**src/rtl/viterbi_pkg.sv**
```systemverilog
// Shared types and constants for the Viterbi frame controller.
// Holds the controller state encoding and the K=3 code definition.
package viterbi_pkg;

    typedef enum logic [2:0] {
        IDLE,
        CLEAR,
        FEED,
        DRAIN,
        DONE
    } state_e;

    localparam int K            = 3;
    localparam int TAIL_LEN_DEF = K - 1;

    localparam logic [K-1:0] G1 = 3'b111;
    localparam logic [K-1:0] G2 = 3'b101;

endpackage

```
**src/rtl/vd_bit_packer.sv**
```systemverilog
// Serial-in word packer: first bit lands in the MSB.
// A last or flush request emits a partial word left-aligned, zero-padded.
module vd_bit_packer #(
    parameter int OUT_W = 8
) (
    input  logic             i_clk,
    input  logic             i_rst_n,
    input  logic             i_bit_valid,
    input  logic             i_bit,
    input  logic             i_last,
    input  logic             i_flush,
    output logic             o_word_valid,
    output logic [OUT_W-1:0] o_word,
    output logic             o_word_last
);

    localparam int CW = $clog2(OUT_W + 1);

    logic [OUT_W-1:0] sr_q, sr_d, sr_n;
    logic [OUT_W-1:0] word_q, word_d;
    logic [CW-1:0]    cnt_q, cnt_d, cnt_n, sh;
    logic             vld_q, vld_d;
    logic             last_q, last_d;
    logic             emit;

    always_comb begin
        sr_n  = sr_q;
        cnt_n = cnt_q;
        if (i_bit_valid) begin
            sr_n  = {sr_q[OUT_W-2:0], i_bit};
            cnt_n = cnt_q + 1'b1;
        end
        emit   = (cnt_n == CW'(OUT_W)) ||
                 ((i_last || i_flush) && (cnt_n != '0));
        sh     = CW'(OUT_W) - cnt_n;
        vld_d  = emit;
        last_d = emit && (i_last || i_flush);
        word_d = word_q;
        sr_d   = sr_n;
        cnt_d  = cnt_n;
        if (emit) begin
            word_d = sr_n << sh;
            sr_d   = '0;
            cnt_d  = '0;
        end
    end

    always_ff @(posedge i_clk or negedge i_rst_n) begin
        if (!i_rst_n) begin
            sr_q   <= '0;
            cnt_q  <= '0;
            word_q <= '0;
            vld_q  <= 1'b0;
            last_q <= 1'b0;
        end else begin
            sr_q   <= sr_d;
            cnt_q  <= cnt_d;
            word_q <= word_d;
            vld_q  <= vld_d;
            last_q <= last_d;
        end
    end

    assign o_word_valid = vld_q;
    assign o_word       = word_q;
    assign o_word_last  = last_q;

endmodule

```
**src/rtl/viterbi_frame_ctrl.sv**
```systemverilog
// Frame sequencer around a K=3 Viterbi core: clears the decoder, feeds
// symbol pairs, packs info decisions and reports done / drain timeout.
module viterbi_frame_ctrl
    import viterbi_pkg::*;
#(
    parameter int FRAME_LEN_W = 8,
    parameter int TAIL_LEN    = 2,
    parameter int OUT_W       = 8,
    parameter int CLR_CYCLES  = 2,
    parameter int DRAIN_TO    = 64
) (
    input  logic                   i_clk,
    input  logic                   i_rst_n,
    input  logic                   i_start,
    input  logic [FRAME_LEN_W-1:0] i_frame_len,
    input  logic                   i_sym_valid,
    input  logic [1:0]             i_sym_data,
    output logic                   o_sym_ready,
    output logic                   o_dec_rst_n,
    output logic                   o_dec_valid,
    output logic [1:0]             o_dec_data,
    input  logic                   i_dec_decision,
    input  logic                   i_dec_valid,
    output logic                   o_word_valid,
    output logic [OUT_W-1:0]       o_word,
    output logic                   o_word_last,
    output logic                   o_busy,
    output logic                   o_done,
    output logic                   o_err
);

    localparam int CNT_W = FRAME_LEN_W + 2;
    localparam int TMR_W = $clog2(DRAIN_TO + 1);
    localparam int CLR_W = $clog2(CLR_CYCLES + 1);

    state_e                 state_q, state_d;
    logic [FRAME_LEN_W-1:0] n_q, n_d;
    logic [CNT_W-1:0]       sym_cnt_q, sym_cnt_d;
    logic [CNT_W-1:0]       dec_cnt_q, dec_cnt_d;
    logic [CNT_W-1:0]       total, n_ext;
    logic [CLR_W-1:0]       clr_q, clr_d;
    logic [TMR_W-1:0]       tmr_q, tmr_d;
    logic                   dec_rst_n_q, dec_rst_n_d;
    logic                   dec_valid_q, dec_valid_d;
    logic [1:0]             dec_data_q, dec_data_d;
    logic                   done_q, done_d;
    logic                   err_q, err_d;
    logic                   xfer, dec_acc, pack_vld, pack_last, flush;

    assign n_ext       = CNT_W'(n_q);
    assign total       = n_ext + CNT_W'(TAIL_LEN);
    assign o_sym_ready = (state_q == FEED);
    assign xfer        = i_sym_valid && o_sym_ready;

    // Decisions beyond the frame total are dropped, not counted.
    assign dec_acc   = i_dec_valid && (dec_cnt_q < total) &&
                       ((state_q == FEED) || (state_q == DRAIN));
    assign pack_vld  = dec_acc && (dec_cnt_q < n_ext);
    assign pack_last = pack_vld && (dec_cnt_q == n_ext - CNT_W'(1));

    always_comb begin
        state_d     = state_q;
        n_d         = n_q;
        sym_cnt_d   = sym_cnt_q;
        dec_cnt_d   = dec_cnt_q + (dec_acc ? CNT_W'(1) : CNT_W'(0));
        clr_d       = clr_q;
        tmr_d       = tmr_q;
        done_d      = 1'b0;
        err_d       = 1'b0;
        flush       = 1'b0;
        dec_valid_d = xfer;
        dec_data_d  = xfer ? i_sym_data : dec_data_q;
        unique case (state_q)
            IDLE: begin
                if (i_start) begin
                    if (i_frame_len != '0) begin
                        n_d       = i_frame_len;
                        sym_cnt_d = '0;
                        dec_cnt_d = '0;
                        clr_d     = '0;
                        state_d   = CLEAR;
                    end else begin
                        done_d = 1'b1;
                        err_d  = 1'b1;
                    end
                end
            end
            CLEAR: begin
                if (clr_q == CLR_W'(CLR_CYCLES - 1)) state_d = FEED;
                else clr_d = clr_q + 1'b1;
            end
            FEED: begin
                tmr_d = '0;
                if (xfer) begin
                    sym_cnt_d = sym_cnt_q + 1'b1;
                    if (sym_cnt_d == total) state_d = DRAIN;
                end
            end
            DRAIN: begin
                if (dec_cnt_d == total) begin
                    state_d = DONE;
                    done_d  = 1'b1;
                end else if (tmr_q == TMR_W'(DRAIN_TO - 1)) begin
                    state_d = DONE;
                    done_d  = 1'b1;
                    err_d   = 1'b1;
                    flush   = 1'b1;
                end else begin
                    tmr_d = tmr_q + 1'b1;
                end
            end
            DONE: state_d = IDLE;
            default: state_d = IDLE;
        endcase
        dec_rst_n_d = (state_d != CLEAR);
    end

    always_ff @(posedge i_clk or negedge i_rst_n) begin
        if (!i_rst_n) begin
            state_q     <= IDLE;
            n_q         <= '0;
            sym_cnt_q   <= '0;
            dec_cnt_q   <= '0;
            clr_q       <= '0;
            tmr_q       <= '0;
            dec_rst_n_q <= 1'b0;
            dec_valid_q <= 1'b0;
            dec_data_q  <= '0;
            done_q      <= 1'b0;
            err_q       <= 1'b0;
        end else begin
            state_q     <= state_d;
            n_q         <= n_d;
            sym_cnt_q   <= sym_cnt_d;
            dec_cnt_q   <= dec_cnt_d;
            clr_q       <= clr_d;
            tmr_q       <= tmr_d;
            dec_rst_n_q <= dec_rst_n_d;
            dec_valid_q <= dec_valid_d;
            dec_data_q  <= dec_data_d;
            done_q      <= done_d;
            err_q       <= err_d;
        end
    end

    vd_bit_packer #(
        .OUT_W(OUT_W)
    ) u_packer (
        .i_clk        (i_clk),
        .i_rst_n      (i_rst_n),
        .i_bit_valid  (pack_vld),
        .i_bit        (i_dec_decision),
        .i_last       (pack_last),
        .i_flush      (flush),
        .o_word_valid (o_word_valid),
        .o_word       (o_word),
        .o_word_last  (o_word_last)
    );

    assign o_dec_rst_n = dec_rst_n_q;
    assign o_dec_valid = dec_valid_q;
    assign o_dec_data  = dec_data_q;
    assign o_busy      = (state_q != IDLE);
    assign o_done      = done_q;
    assign o_err       = err_q;

endmodule
```
**config.mk**
```make
export PLATFORM = sky130hd
export DESIGN_NAME = viterbi_frame_ctrl
export DESIGN_NICKNAME = d
export VERILOG_FILES = /design/src/rtl/viterbi_pkg.sv /design/src/rtl/vd_bit_packer.sv /design/src/rtl/viterbi_frame_ctrl.sv
export SDC_FILE = /design/constraint.sdc
export NUM_CORES = 1
export LEC_CHECK = 0
export BUFFER_PORTS_ARGS = -buffer_cell sky130_fd_sc_hd__buf_2
export CORE_MARGIN = 2
export CORE_UTILIZATION = 35
export CTS_CLUSTER_DIAMETER = 40
export CTS_CLUSTER_SIZE = 16
export DETAILED_ROUTE_END_ITERATION = 10
export PLACE_DENSITY = 0.55
export SYNTH_ARGS = -nofsm -noshare
export SYNTH_HDL_FRONTEND = slang
export SYNTH_SLANG_ARGS = --single-unit
```
**constraint.sdc**
```tcl
create_clock -name i_clk -period 4.3 [get_ports i_clk]
set_input_delay 0.43 -clock i_clk [delete_from_list [all_inputs] [get_ports i_clk]]
set_output_delay 0.43 -clock i_clk [all_outputs]
set_load 0.02 [all_outputs]
```
==> impl_metrics.tcl, run 1 <==
set metrics [dict create \
    status "complete, no violations" \
    grt_pass1_wl_mm 19.2 \
    clockRootBuffer "clkbuf_16" \
    synth_enable_flop_cells 0 \
    clk_latency_ps 340 \
    fillers 1265 \
    cp.arrival_ps 4420 \
    io_pins 34 \
    start_util_pct 35.9 \
    dieArea_um2 13900 \
    worst_hold_path_type "input pin to async pin" \
    numCtsBuffers 9 \
    slew_headroom_pct 49.2 \
    final_common_cell "dfrtp_1" \
    internal_power_mw 1.79 \
    clock-sinks 68 \
    seq_area_um2 1700 \
    p_switching_mw 1.17 \
    core_area_um2 12600 \
    drv_cap 0 \
    synth-seq-cells 68 \
    tightest_slew_ps 762 \
    synthCells 489 \
    die_w_um 118 \
    grt_pass1_vias 3850 \
    groute.usage.overall_pct 17.3 \
    startpoint_type "flip-flop" \
    ys_types 67 \
    ant_nets 0 \
    syn-cell-area_um2 4530 \
    final_cell_mix "dfrtp_1 (66), nand2_1 (44), nor2_1 (43)" \
    p_leak_nw 2.56 \
    clock_power_share_pct 25.7 \
    fin_crit_sh_pct 96.7 \
    vias_per_cell 5.27 \
    avgSynthCellArea_um2 9.26 \
    drive_gt1_share_pct 24.3 \
    place_congestion 0.838 \
    htree_levels 3 \
    drtPass1Iterations 5 \
    endpoint_kind "flip-flop" \
    dpl.cell_count 710 \
    cts_tree "yes" \
    fin_ws_ps 144 \
    drtIter0Drc 209 \
    p_per_area_nw_per_um2 530 \
    ys_seq_area_share_pct 37.6 \
    vias 3861 \
    rows 41 \
    ir_drop_mv 0.289 \
    min_period_ps 4160 \
    multi_input_area_um2 2810 \
    drv_slew 0 \
    synthFlopType "dfrtp_1" \
    yosysWarnings 0 \
    drc 0 \
    pre_cts_ws_ps 13.9 \
    clk_pin_slew_worst_paths_ps 50 \
    setup_violations 0 \
    fmaxAchievable_mhz 241 \
    port_buffers 33 \
    pwr-share-comb_pct 43.4 \
    overflow 0 \
    wl_per_cell_um 16.1 \
    hpwl_mm 8.81 \
    worst-setup-path-type "flip-flop to flip-flop" \
    hold_violations 0 \
    insertedDiodeCount 0 \
    antenna_found_initial 0 \
    skew_ps 5.81 \
    nets 597 \
    die_h_um 118 \
    synth_nets 531 \
    timing.rr.end "tmr_q[2]$_DFFE_PN0P_" \
    wl_mm 11.8 \
    synthArstFlopShare_pct 100 \
    seq_power_share_pct 30.9 \
    grt_max_degree 27 \
    swShare_pct 39.5 \
    cts_buffer_depth 2 \
    critical_path_required_ps 4570 \
    cp_max_fo 6 \
    ff2ff_setup_slack_ps 140 \
    fin_cells 732 \
    area_growth_pct 23.4 \
    reg2reg_from "n_q[2]$_DFFE_PN0P_" \
    reg2reg_depth 16 \
]
## cells in the mapped netlist (all sizes together), types with 5 or more instances
cell     n  area (um2)
xnor2   29         280
nor3    11        71.3
o21ai   36         180
and2     5        31.3
dfrtp   68        1700
a21oi   17        92.6
buf     12        80.1
nor2    46         173
nand2b   6        37.5
a22o     5        43.8
and3    11        68.8
nand2   47         176
a32o     5        50.1
ha      26         325
inv     20        75.1
mux2i   16         160
nand3   18         103
o211ai   9        67.6
nor4     8        62.6
xor2    16         140
clkbuf   8        30.0
nand4    9        56.3
## registers in the layout, indices dropped and copies added (netlist names)
signal                 count
o_dec_valid                1
o_err                      1
o_dec_data                 2
u_packer.o_word_valid      1
clr_q                      2
u_packer.o_word_last       1
u_packer.sr_q              8
o_dec_rst_n                1
o_done                     1
sym_cnt_q                 10
n_q                        8
u_packer.cnt_q             4
u_packer.o_word            8
dec_cnt_q                 10
state_q                    3
tmr_q                      7
## cells by family (layout without fill, tap and decap cells)
logic type      after synthesis  count (layout)  share of synthesized area (%)
compound gates              103             103                           15.1
xor+xnor                     47              47                           10.3
fa+ha+maj                    26              26                           7.18
buf+inv                      41             111                           4.17
flops                        68              68                           37.6
mux                          18              18                           4.03
simple gates                186             187                           21.7
## critical path: stages (launching register included)
cell and delay [ps]:
dfrtp_2 450, ha_4 200, xnor2_2 270, ha_1 320, and4_1 230, o211a_1 140, a211oi_2 260, ha_2 260
nand3_2 140, or3_1 370, buf_4 150, a211oi_2 310, nor4b_4 110, and3_4 210, nor3_4 210, mux2_4 330
mux2i_1 120
## area by class of cell
cell class	instances	share of cell area (%)
clock buffer	11	4.34
clock inverter	5	1.07
inverter	21	1.46
multi-input combinational	381	50.3
sequential	68	30.5
tap	172	3.85
timing repair buffer	74	8.46
## through the flow
| step | setup TNS, ps | instance area (um2) | power [mW] | utilization [%] | hold slack [ps] |
|---|---|---|---|---|---|
| after detailed placement | 0 | 5090 | 2.10 | 40.3 | 428 |
| final | 0 | 5590 | 2.96 | 44.3 | 45.1 |
| after CTS | 0 | 5400 | 2.88 | 42.8 | 61.1 |
| after global routing | -1080 | 5590 | 3.17 | 44.3 | 71.7 |
| after floorplan | 0 | 4550 | 1.80 | - | 134 |
| after global placement | 0 | 5090 | 2.08 | 40.3 | 414 |
## worst max-delay path by stage
stage,from,end,cells past startpoint
5_1_grt,n_q[2]$_DFFE_PN0P_,tmr_q[2]$_DFFE_PN0P_,18
3_3_place_gp,n_q[2]$_DFFE_PN0P_,u_packer.sr_q[7]$_DFF_PN0_,19
2_1_floorplan,n_q[1]$_DFFE_PN0P_,tmr_q[2]$_DFFE_PN0P_,19
6_report,n_q[2]$_DFFE_PN0P_,tmr_q[2]$_DFFE_PN0P_,16
3_5_place_dp,n_q[2]$_DFFE_PN0P_,u_packer.sr_q[4]$_DFF_PN0_,19
4_1_cts,n_q[2]$_DFFE_PN0P_,tmr_q[2]$_DFFE_PN0P_,18
## power groups by stage
stage	clock, mW	sequential, mW	combinational, mW
floorplan	0	0.908	0.889
global placement	0	0.913	1.16
detailed placement	0	0.916	1.18
CTS	0.781	0.906	1.19
global route	0.809	0.936	1.43
finish	0.761	0.914	1.29
## layer usage
metal	GRT usage (%)	part of all wire, %
met1	21.9	45
met2	28.9	49
met3	4.22	3.5
met4	5.80	2.1
met5	0	0
## timing repair
item,CTS,global route
pin swaps,0,10
setup buffers,0,5
endpoints found under the setup margin,4,33
gates cloned,0,1
hold buffers,0,0
resized for setup,2,30
Note: power is estimated with default switching activity, not from simulation.
==> run 2, diff against run 1 <==
Settings changed: SETUP_SLACK_MARGIN set to 0.15.
==> run 2 against run 1 <==
Against the previous run:
- cell count shrank 0.55%
- worst hold slack gained 130 ps
- design area grew 0.29%
- sequential power grew 2%
- combinational power is essentially flat
- total power grew 1.4%
- register-to-register slack gained 30 ps
- worst setup slack gained 27 ps
- non-clock buffer count shrank 3
- via count shrank 2.0%
- sequential share of layout area shrank 0.066 points
- critical endpoint unchanged
==> impl_metrics.tcl, run 2 (synthesis results as in run 1) <==
set metrics [dict create \
    status "complete, no violations" \
    p_switching_mw 1.16 \
    die_w_um 118 \
    internal_power_mw 1.85 \
    p_per_area_nw_per_um2 536 \
    place_congestion 0.899 \
    wl_per_cell_um 15.9 \
    clockRootBuffer "clkbuf_16" \
    tightest_slew_ps 782 \
    worst_hold_path_type "input pin to async pin" \
    dieArea_um2 13900 \
    ir_drop_mv 0.324 \
    area_growth_pct 23.8 \
    largestRegisters "dec_cnt_q: 10 flops, sym_cnt_q: 10 flops" \
    htree_levels 3 \
    fin_crit_sh_pct 96.0 \
    total_power_mw 3.00 \
    setup_violations 0 \
    fmaxAchievable_mhz 242 \
    clk_latency_ps 340 \
    worst-setup-path-type "flip-flop to flip-flop" \
    port_buffers 33 \
    clk_pin_slew_worst_paths_ps 60 \
    p_leak_nw 2.56 \
    endpoint_kind "flip-flop" \
    final_cell_mix "dfrtp_1 (65), nand2_1 (44), nor2_1 (44)" \
    timing.rr.end "tmr_q[2]$_DFFE_PN0P_" \
    cp_cell_sequence "ha_4 -> nand2_4 -> o21a_1 -> nor2_2 -> ha_1 -> and4b_1 -> o211a_1 -> a211oi_2 -> ha_2 -> ha_4 -> nand2_4 -> or3_4 -> a211o_1 -> and4_4 -> and3_4 -> nor3_4 -> mux2_4 -> mux2i_1" \
    drv_cap 0 \
    ant_nets 0 \
    reg2reg_from "n_q[2]$_DFFE_PN0P_" \
    vias 3785 \
    hold_violations 0 \
    cpPeakStageDelay_ps 430 \
    antenna_found_initial 0 \
    start_util_pct 35.9 \
    hold_buffers 0 \
    hpwl_mm 8.64 \
    cp_max_fo 6 \
    cts_buffer_depth 2 \
    core_area_um2 12600 \
    nets 593 \
    clock-sinks 68 \
    ff2ff_setup_slack_ps 170 \
    crit_start "n_q[2]$_DFFE_PN0P_" \
    die_h_um 118 \
    place_area_um2 5060 \
    cp.arrival_ps 4390 \
    grt_pass1_vias 3803 \
    drtIter0Drc 166 \
    groute.usage.overall_pct 17.4 \
    postLayoutCellArea_um2 5610 \
    slowest_stage "dfrtp_2" \
    clock_power_share_pct 26.9 \
    grt_max_degree 36 \
    drive_gt1_share_pct 24.1 \
    wl_mm 11.6 \
    drc 0 \
    reg2reg_depth 18 \
    slew_headroom_pct 47.9 \
    numCtsBuffers 9 \
    grt_pass1_wl_mm 19.1 \
    critical_path_required_ps 4560 \
    insertedDiodeCount 0 \
    skew_ps 6.08 \
    startpoint_type "flip-flop" \
    min_period_ps 4130 \
    path_delay_family "simple AND/OR/NAND/NOR gates" \
    swShare_pct 38.5 \
    crit_buf_inv 0 \
    io_pins 34 \
    pwr-share-comb_pct 42.1 \
    vias_per_cell 5.20 \
    drv_slew 0 \
    overflow 0 \
    final_common_cell "dfrtp_1" \
    rows 41 \
    drtPass1Iterations 4 \
    cts_tree "yes" \
    rsz0062_at_grt "yes" \
    seq_power_share_pct 31.0 \
]
## run 2: how the worst max path moves through the flow
stage	end	slack [ps]	depth (start not counted)
2_1_floorplan	tmr_q[2]$_DFFE_PN0P_	160	18
4_1_cts	tmr_q[2]$_DFFE_PN0P_	100	18
6_report	tmr_q[2]$_DFFE_PN0P_	170	18
5_1_grt	tmr_q[2]$_DFFE_PN0P_	-20	18
3_5_place_dp	u_packer.sr_q[4]$_DFF_PN0_	-20	19
3_3_place_gp	tmr_q[2]$_DFFE_PN0P_	110	18
## run 2: per-layer routing
layer / routed length, um / up-vias / share of wire [%] / track usage (%)
li1: - / 1876 / - / -
met1: 5290 / 1860 / 46 / 22.3
met2: 5690 / 38 / 49 / 28.5
met3: 392 / 11 / 3.4 / 4.07
met4: 188 / 0 / 1.6 / 6.63
met5: 0 / - / 0 / 0
## run 2: worst reg2reg max path, cell delays in order (launching register included)
cell and delay (ps):
dfrtp_2 430, ha_4 190, nand2_4 60, o21a_1 200
nor2_2 120, ha_1 240, and4b_1 220, o211a_1 120
a211oi_2 250, ha_2 250, ha_4 170, nand2_4 60
or3_4 410, a211o_1 260, and4_4 170, and3_4 210
nor3_4 230, mux2_4 330, mux2i_1 140
## run 2: per-stage QoR
step	hold WS (ps)	utilization [%]	TNS, ps	std cells	worst slack (ps)
floorplan	134	-	0	489	155
global placement	453	40.1	0	701	113
detailed placement	457	40.1	-114	701	-24.5
CTS	196	43.1	0	722	95.5
global route	246	44.4	-38.1	728	-20.4
finish	171	44.4	0	728	171
## run 2: power groups by stage
stage / logic, mW / clock network [mW] / registers [mW]
after floorplan: 0.897 / 0 / 0.911
after global placement: 1.15 / 0 / 0.926
after detailed placement: 1.17 / 0 / 0.932
after CTS: 1.19 / 0.828 / 0.923
after global routing: 1.41 / 0.860 / 0.952
final: 1.26 / 0.807 / 0.930
## run 2: layout make-up
| cell class | count | area (um2) |
|---|---|---|
| well taps | 172 | 215 |
| repair buffers | 71 | 463 |
| clock buffers | 11 | 243 |
| fillers | 1247 | 7010 |
| clock inverters | 5 | 75.1 |
| flip-flops and latches | 68 | 1710 |
| inverters | 21 | 83.8 |
| multi-input cells | 380 | 2820 |
## run 2: what timing repair did
item,4_1_cts,5_1_grt
endpoints found under the setup margin,29,30
endpoints found under the hold margin,0,0
pin swaps,5,15
resized for setup,6,21
setup buffers,5,6
==> run 3, diff against run 2 <==
Settings changed: RECOVER_POWER set to 100.
==> run 3 against run 2 <==
Against the previous run:
- the flow now finishes with violations (capacitance limit, slew limit)
- register-to-register slack about the same
- sequential power about the same
- utilization down 0.34 points
- global-route usage unchanged
- non-clock buffer count unchanged
- wire length up 0.73%
- largest cell class unchanged
- cell count unchanged
- total power down 0.42%
- critical path type unchanged
- combinational power about the same
- first-iteration DRC count down 5.4%
==> impl_metrics.tcl, run 3 (synthesis results as in run 1) <==
set metrics [dict create \
    tightest_slew_ps 2000 \
    met2_usage_pct 28.5 \
    drc 0 \
    port_buffers 33 \
    internal_power_mw 1.83 \
    postLayoutCellArea_um2 5560 \
    clk_latency_ps 340 \
    status "finished, violations left" \
    setup_tns_ps 0 \
    hold_violations 0 \
    overflow 0 \
    endpoint_kind "flip-flop" \
    pwr-share-comb_pct 41.8 \
    cts_tree "yes" \
    place_area_um2 5060 \
    rsz0062_at_grt "yes" \
    p_per_area_nw_per_um2 537 \
    largestRegisters "dec_cnt_q: 10 flops, sym_cnt_q: 10 flops" \
    cp_cell_sequence "ha_4 -> nand2_4 -> o21a_1 -> nor2_2 -> ha_1 -> and4b_1 -> o211a_1 -> a211oi_2 -> ha_2 -> ha_4 -> nand2_4 -> or3_4 -> a211o_1 -> and4_4 -> and3_4 -> nor3_4 -> mux2_4 -> mux2i_1" \
    hpwl_mm 8.64 \
    dieArea_um2 13900 \
    drive_gt1_share_pct 20.0 \
    seq_power_share_pct 31.1 \
    antenna_found_initial 0 \
    p_switching_mw 1.16 \
    die_h_um 118 \
    path_delay_family "simple AND/OR/NAND/NOR gates" \
    reg2reg_depth 18 \
    final_common_cell "dfrtp_1" \
    p_leak_nw 2.48 \
    ir_drop_mv 0.324 \
    nets 593 \
    slew_headroom_pct -33.7 \
    worst-setup-path-type "flip-flop to flip-flop" \
    groute.usage.overall_pct 17.4 \
    core_area_um2 12600 \
    fin_crit_sh_pct 96.3 \
    wl_per_cell_um 16.0 \
    total_power_mw 2.99 \
    area_growth_pct 22.8 \
    cts_buffer_depth 2 \
    skew_ps 6.61 \
    fillers 1260 \
    clockRootBuffer "clkbuf_16" \
    clk_pin_slew_worst_paths_ps 60 \
    clock-sinks 68 \
    htree_levels 3 \
    final_cell_mix "dfrtp_1 (65), nand2_1 (44), nor2_1 (44)" \
    crit_start "n_q[2]$_DFFE_PN0P_" \
    swShare_pct 38.7 \
    place_congestion 0.899 \
    drv_cap 2 \
    min_period_ps 4140 \
    crit_buf_inv 0 \
    vias 3772 \
    ff2ff_setup_slack_ps 160 \
    insertedDiodeCount 0 \
    numCtsBuffers 9 \
    critical_path_required_ps 4560 \
    die_w_um 118 \
    drtIter0Drc 157 \
    setup_violations 0 \
    fmaxAchievable_mhz 241 \
    path_depth 18 \
    wl_mm 11.6 \
    timing.rr.end "tmr_q[2]$_DFFE_PN0P_" \
    clock_power_share_pct 27.0 \
    hold_buffers 0 \
    ant_nets 0 \
    grt_pass1_wl_mm 19.1 \
    io_pins 34 \
    drtPass1Iterations 4 \
    hold_ws_ps 282 \
    cp_max_fo 6 \
    grt_max_degree 36 \
    drv_slew 71 \
    rows 41 \
    crit_end "tmr_q[2]$_DFFE_PN0P_" \
    grt_pass1_vias 3803 \
    grt_use_met1_pct 22.3 \
    cpPeakStageDelay_ps 440 \
    worst_hold_path_type "input pin to flip-flop" \
    busiest_layer "met2" \
    startpoint_type "flip-flop" \
    cp.arrival_ps 4410 \
    met3_usage_pct 4.07 \
    violations "capacitance limit, slew limit" \
    reg2reg_from "n_q[2]$_DFFE_PN0P_" \
    slowest_stage "dfrtp_2" \
    start_util_pct 35.9 \
    vias_per_cell 5.18 \
]
==> run 3: cell count changes in the layout (fill, tap and decap cells not counted) <==
cell	delta
clkbuf_1	+22
xor2_1	+1
buf_4	-3
xor2_2	-1
buf_2	-19
==> run 3: power by group through the flow <==
stage          clock network [mW]  logic, mW  registers [mW]
2_1_floorplan                   0      0.897           0.911
3_3_place_gp                    0       1.15           0.926
3_5_place_dp                    0       1.17           0.932
4_1_cts                     0.828       1.19           0.923
5_1_grt                     0.860       1.39           0.953
6_report                    0.808       1.25           0.930
==> run 3: worst min path at each step <==
stage / start / endpoint / slack, ps / cells after the start
global route: i_sym_data[1] / o_dec_data[1]$_DFFE_PN0P_ / 310 / 3
global placement: o_dec_data[1]$_DFFE_PN0P_ / o_dec_data[1]$_DFFE_PN0P_ / 450 / 2
CTS: i_rst_n / tmr_q[4]$_DFFE_PN0P_ / 200 / 1
finish: i_sym_data[1] / o_dec_data[1]$_DFFE_PN0P_ / 280 / 3
floorplan: i_rst_n / clr_q[0]$_DFFE_PN0P_ / 130 / 0
detailed placement: o_dec_data[0]$_DFFE_PN0P_ / o_dec_data[0]$_DFFE_PN0P_ / 460 / 2
==> run 3: layout make-up <==
cell class,count,area [um2],area share [%]
Clock buffer,11,243,4.36
Timing Repair Buffer,71,428,7.69
Multi-Input combinational cell,380,2810,50.6
Clock inverter,5,75.1,1.35
Inverter,21,83.8,1.51
Tap cell,172,215,3.87
Sequential cell,68,1710,30.7
==> run 3: worst reg2reg max path, stage by stage, from the launching register on <==
cell and delay [ps]:
dfrtp_2 440, ha_4 190, nand2_4 60, o21a_1 200, nor2_2 120, ha_1 240, and4b_1 210, o211a_1 120
a211oi_2 250, ha_2 250, ha_4 180, nand2_4 60, or3_4 410, a211o_1 260, and4_4 170, and3_4 210
nor3_4 230, mux2_4 330, mux2i_1 140
==> run 3: per-layer routing <==
metal | part of all wire (%) | vias to the layer above | wire length (um)
li1 | - | 1877 | -
met1 | 46 | 1841 | 5320
met2 | 49 | 45 | 5730
met3 | 3.7 | 9 | 430
met4 | 1.5 | 0 | 170
met5 | 0 | - | 0
==> run 3: metrics by stage <==
step | utilization (%) | worst slack, ps | std cells
6_report | 44.1 | 159 | 728
3_5_place_dp | 40.1 | -24.5 | 701
4_1_cts | 43.1 | 95.5 | 722
5_1_grt | 44.1 | -20.4 | 728
3_3_place_gp | 40.1 | 113 | 701
2_1_floorplan | - | 155 | 489
==> run 3: what timing repair did <==
action	in CTS	in global routing
cloned	0	0
endpoints found under the setup margin	29	30
buffers inserted	5	6
resized for setup	6	21
pin swaps	5	15
